## src/rtl/dtack_generator.sv

```systemverilog
// ---------------------------------------------------------------------------
// dtack_generator
//   Generates the 68k DTACK_L / BERR_L handshake for every bus cycle.
//   On-chip ROM, on-chip RAM and IO/graphics accesses are acknowledged after
//   a fixed number of wait states. DRAM and CAN accesses wait for the
//   controller's own acknowledge. A cycle that is never acknowledged ends in
//   a bus error after TIMEOUT clocks.
//
// Parameters
//   ROM_WAIT   wait states for on-chip ROM
//   RAM_WAIT   wait states for on-chip RAM
//   IO_WAIT    wait states for IO and graphics
//   TIMEOUT    clocks without acknowledge before BERR_L (1..255)
//
// Ports
//   Clock                 system clock, rising edge
//   Reset_L               asynchronous reset, active low
//   AS_L, UDS_L, LDS_L    68k address / data strobes, active low
//   OnChipRomSelect_H     decoder select, on-chip ROM
//   OnChipRamSelect_H     decoder select, on-chip RAM
//   IOSelect_H            decoder select, IO
//   DramSelect_H          decoder select, DRAM
//   CanBusSelect_H        decoder select, CAN controller
//   GraphicsCS_L          decoder select, graphics, active low
//   DramDtack_L           acknowledge from the DRAM controller
//   CanBusDtack_L         acknowledge from the CAN controller
//   DTACK_L               registered data transfer acknowledge to the CPU
//   BERR_L                registered bus error to the CPU
// ---------------------------------------------------------------------------
module dtack_generator #(
    parameter int unsigned ROM_WAIT = 1,
    parameter int unsigned RAM_WAIT = 0,
    parameter int unsigned IO_WAIT  = 2,
    parameter int unsigned TIMEOUT  = 200
) (
    input  logic Clock,
    input  logic Reset_L,
    input  logic AS_L,
    input  logic UDS_L,
    input  logic LDS_L,
    input  logic OnChipRomSelect_H,
    input  logic OnChipRamSelect_H,
    input  logic IOSelect_H,
    input  logic DramSelect_H,
    input  logic CanBusSelect_H,
    input  logic GraphicsCS_L,
    input  logic DramDtack_L,
    input  logic CanBusDtack_L,
    output logic DTACK_L,
    output logic BERR_L
);

    localparam logic [7:0] ROM_LOAD  = 8'(ROM_WAIT);
    localparam logic [7:0] RAM_LOAD  = 8'(RAM_WAIT);
    localparam logic [7:0] IO_LOAD   = 8'(IO_WAIT);
    localparam logic [7:0] TMO_LIMIT = 8'(TIMEOUT);

    typedef enum logic [2:0] {
        IDLE,
        COUNT,
        EXTWAIT,
        ACK,
        ERR
    } state_t;

    // External acknowledge source latched at cycle start.
    typedef enum logic [1:0] {
        SRC_NONE,
        SRC_CAN,
        SRC_DRAM
    } src_t;

    state_t     state, state_next;
    src_t       src, src_next;
    logic [7:0] wait_cnt, wait_next;
    logic [7:0] tmo_cnt, tmo_next;
    logic [7:0] tmo_inc;
    logic       cycle_start;
    logic       ext_ack;

    assign cycle_start = !AS_L && (!UDS_L || !LDS_L);
    assign tmo_inc     = tmo_cnt + 8'd1;

    // Only the acknowledge of the source chosen at cycle start counts.
    assign ext_ack = ((src == SRC_CAN)  && !CanBusDtack_L) ||
                     ((src == SRC_DRAM) && !DramDtack_L);

    always_comb begin
        state_next = state;
        src_next   = src;
        wait_next  = wait_cnt;
        tmo_next   = tmo_cnt;

        case (state)
            IDLE: begin
                if (cycle_start) begin
                    wait_next = '0;
                    tmo_next  = '0;
                    src_next  = SRC_NONE;
                    if (OnChipRomSelect_H) begin
                        wait_next  = ROM_LOAD;
                        state_next = COUNT;
                    end else if (OnChipRamSelect_H) begin
                        wait_next  = RAM_LOAD;
                        state_next = COUNT;
                    end else if (IOSelect_H || !GraphicsCS_L) begin
                        wait_next  = IO_LOAD;
                        state_next = COUNT;
                    end else if (CanBusSelect_H) begin
                        src_next   = SRC_CAN;
                        state_next = EXTWAIT;
                    end else if (DramSelect_H) begin
                        src_next   = SRC_DRAM;
                        state_next = EXTWAIT;
                    end else begin
                        // Unmapped: nothing will acknowledge, only the timeout ends it.
                        state_next = EXTWAIT;
                    end
                end
            end

            COUNT: begin
                if (AS_L) begin
                    state_next = IDLE;
                end else if (wait_cnt == '0) begin
                    state_next = ACK;
                end else begin
                    wait_next = wait_cnt - 8'd1;
                end
            end

            EXTWAIT: begin
                // Abort beats acknowledge; acknowledge beats timeout.
                if (AS_L) begin
                    state_next = IDLE;
                end else if (ext_ack) begin
                    state_next = ACK;
                end else if (tmo_inc == TMO_LIMIT) begin
                    state_next = ERR;
                end else begin
                    tmo_next = tmo_inc;
                end
            end

            ACK, ERR: begin
                if (AS_L) begin
                    state_next = IDLE;
                end
            end

            default: begin
                state_next = IDLE;
            end
        endcase
    end

    always_ff @(posedge Clock or negedge Reset_L) begin
        if (!Reset_L) begin
            state    <= IDLE;
            src      <= SRC_NONE;
            wait_cnt <= '0;
            tmo_cnt  <= '0;
            DTACK_L  <= 1'b1;
            BERR_L   <= 1'b1;
        end else begin
            state    <= state_next;
            src      <= src_next;
            wait_cnt <= wait_next;
            tmo_cnt  <= tmo_next;
            // Outputs are registered from the next state so they change on
            // the same edge as the state that owns them.
            DTACK_L  <= (state_next != ACK);
            BERR_L   <= (state_next != ERR);
        end
    end

endmodule

```

## config.mk

```make
export PLATFORM = sky130hd
export DESIGN_NAME = dtack_generator
export DESIGN_NICKNAME = d
export VERILOG_FILES = /design/src/rtl/dtack_generator.sv
export SDC_FILE = /design/constraint.sdc
export NUM_CORES = 1
export LEC_CHECK = 0
export ABC_AREA = 1
export CAP_MARGIN = 20
export CORE_MARGIN = 2
export CORE_UTILIZATION = 40
export CTS_CLUSTER_SIZE = 30
export DETAILED_ROUTE_END_ITERATION = 10
export GPL_TIMING_DRIVEN = 0
export PLACE_DENSITY_LB_ADDON = 0.08
export SYNTH_ARGS = -nofsm -noshare
export SYNTH_HDL_FRONTEND = slang
export SYNTH_SLANG_ARGS = --single-unit
```

## constraint.sdc

```tcl
create_clock -name Clock -period 3.25 [get_ports Clock]
set_input_delay 0.65 -clock Clock [delete_from_list [all_inputs] [get_ports Clock]]
set_output_delay 0.65 -clock Clock [all_outputs]
set_load 0.02 [all_outputs]
```

==> impl_metrics.json <==
{
  "initial_core_util": 0.428,
  "ios": 15,
  "fin_cells": 235,
  "ant_nets": 0,
  "path_buf_inv": 1,
  "first_pass_iters": 4,
  "yosys_warnings": 0,
  "syn_area_mm2": 0.00134,
  "drt_wl_total_mm": 2.58,
  "post_cts_buffers": 0,
  "drc": 0,
  "dieArea_mm2": 0.00382,
  "cp-end-kind": "output port",
  "track_usage": 0.161,
  "grt_pass1_vias": 1126,
  "final.setup.tns_ns": 0,
  "grt_first_pass_wirelength_mm": 4.46,
  "antenna_cells": 0,
  "synth_cell_types": 27,
  "crit_family": "buffers and inverters",
  "htree_levels": 1,
  "slowest_delay_ns": 0.60,
  "gp_congestion": 0.754,
  "hold_path_class": "reg2reg",
  "clk_pin_slew_ns": 0.13,
  "cp_slowest_cell": "clkdlybuf4s50_1",
  "maxCapViolations": 0,
  "synth.yosys.seq_area_share": 0.432,
  "cts_hold_buf": 0,
  "cp_data_required_time_ns": 2.60,
  "worstPathArrival_ns": 1.45,
  "cts_sinks": 23,
  "path_max_fanout": 1,
  "min_period_over_period": 0.646,
  "core.rowCount": 20,
  "startpoint_type": "flop",
  "maxSlewViolCount": 0,
  "power_leakage_nw": 0.719,
  "max_freq_mhz": 476,
  "worst_slew_pin_slew_ns": 0.344,
  "cts_buffers": 3,
  "die_w_um": 61.8,
  "num_vias": 1150,
  "ir_drop_mv": 0.350,
  "hold_viol_final": 0,
  "dpl.hpwl_mm": 2.00,
  "viasPerCell": 4.89,
  "dp_cells": 230,
  "cts_buffer_depth": 2,
  "final_cell_mix": "nand2_1, inv_1, dfrtp_1",
  "synth_edf_count": 0,
  "grt_max_degree": 24,
  "syn2layout_area_growth_pct": 18.7,
  "layout-drive-gt1-share": 0.0890,
  "ys_async_sr_fraction": 1.00,
  "critPathKind": "reg2out",
  "cts_tree": "yes",
  "core_area_mm2": 0.00313,
  "rsz0062_at_grt": "false",
  "p_per_area_mw_per_mm2": 572,
  "netlist_instances": 172,
  "final_common_cell": "nand2_1",
  "status": "completed",
  "antenna_found_initial": 0,
  "finClkSkew_ns": 0.00845,
  "crit_path_cell_trace": "clkdlybuf4s50_1",
  "die_y_um": 61.8,
  "ys.flop_type": "dfrtp_1",
  "insertion_delay_ns": 0.31,
  "grt_overflow": 0,
  "period_needed_ns": 2.10,
  "syn_area_per_cell_um2": 7.78,
  "clockRootBuffer": "clkbuf_4",
  "wl_per_cell_um": 11.0,
  "timing.slew.headroom": 0.770,
  "final-setup-viol-count": 0,
  "ys_ff_latch": 23,
  "syn-num-nets": 189,
  "fin_nets": 209,
  "place.port_buffers": 14,
  "drt_iter0_markers": 39,
  "post_cts_resized": 0
}
[path summary, 6_finish.rpt]
kind	cells past startpoint	startpoint	slack, ns	to
min in group asynchronous	1	Reset_L	0.59	tmo_cnt[6]
hold reg to reg	2	src[0]	0.53	src[0]
hold / removal	2	src[0]	0.53	src[0]
setup reg to reg	8	tmo_cnt[0]	1.43	tmo_cnt[4]
max in group asynchronous	2	Reset_L	2.18	DTACK_L
setup / recovery	1	DTACK_L	1.15	DTACK_L
[cells in the mapped netlist (2+ instances only)]
master,instances,area [µm²]
a21oi_1,4,20.0
dfrtp_1,21,526
dfstp_2,2,52.6
ha_1,4,50.1
inv_1,23,86.3
nand2_1,43,161
nand2_2,2,12.5
nand3_1,17,85.1
nand4_1,5,31.3
nor2_1,12,45.0
nor2_2,3,18.8
nor3_1,2,10.0
o21ai_0,8,40.0
o21ai_1,3,15.0
o22ai_1,6,37.5
o31ai_1,4,30.0
xor2_1,3,26.3
[sequential cells by signal (all words and copies together) (netlist names)]
signal / count
src: 2
tmo_cnt: 8
wait_cnt: 8
state: 3
DTACK_L: 1
BERR_L: 1
[logic make-up (layout without fill, tap and decap cells)]
group / after synthesis / in the layout / share of synthesized area
and+or+nand+nor: 89 / 89 / 0.302
AOI/OAI and AO/OA: 26 / 26 / 0.114
buffers and inverters: 25 / 44 / 0.0758
DFF: 23 / 23 / 0.432
xor gates and xnor gates: 5 / 5 / 0.0384
adders and majority gates: 4 / 4 / 0.0374
[where the power goes]
part / total [W] / leakage [nW] / switching (W) / internal, W
Combinational: 0.000379 / 0.396 / 0.000236 / 0.000143
Clock: 0.000133 / 0.0177 / 0.0000870 / 0.0000460
Sequential: 0.000396 / 0.306 / 0.0000517 / 0.000344
[layer usage]
metal / GRT usage / up-vias / share of wire
met1: 0.171 / 534 / 0.45
met5: 0 / - / 0
met3: 0.0269 / 4 / 0.025
met4: 0.0790 / 0 / 0.016
met2: 0.302 / 12 / 0.51
li1: - / 600 / -
[per-stage QoR]
stage	hold WS, ns	util	total power, W	area, µm²	setup slack [ns]
after floorplan	0.354	-	0.000680	1340	1.70
after global placement	0.512	0.490	0.000764	1530	1.06
after detailed placement	0.509	0.490	0.000777	1530	1.04
after CTS	0.540	0.499	0.000912	1560	1.13
after global routing	0.563	0.508	0.000997	1590	1.10
final	0.534	0.508	0.000908	1590	1.15
[worst min-delay path: cells and delay by family, from the launching register on]
kind | cells | cell delay, ns
compound gates | 1 | 0.06
simple gates | 1 | 0.05
flops | 1 | 0.39
[final cells by class]
class | instances | area, µm²
clock inverters | 1 | 5.00
fillers | 311 | 1540
flip-flops and latches | 23 | 578
multi-input cells | 124 | 658
well taps | 44 | 55.1
plain buffers | 1 | 11.3
repair buffers | 15 | 168
inverters | 24 | 90.1
clock buffers | 3 | 22.5
(Power assumes the default switching activity.)
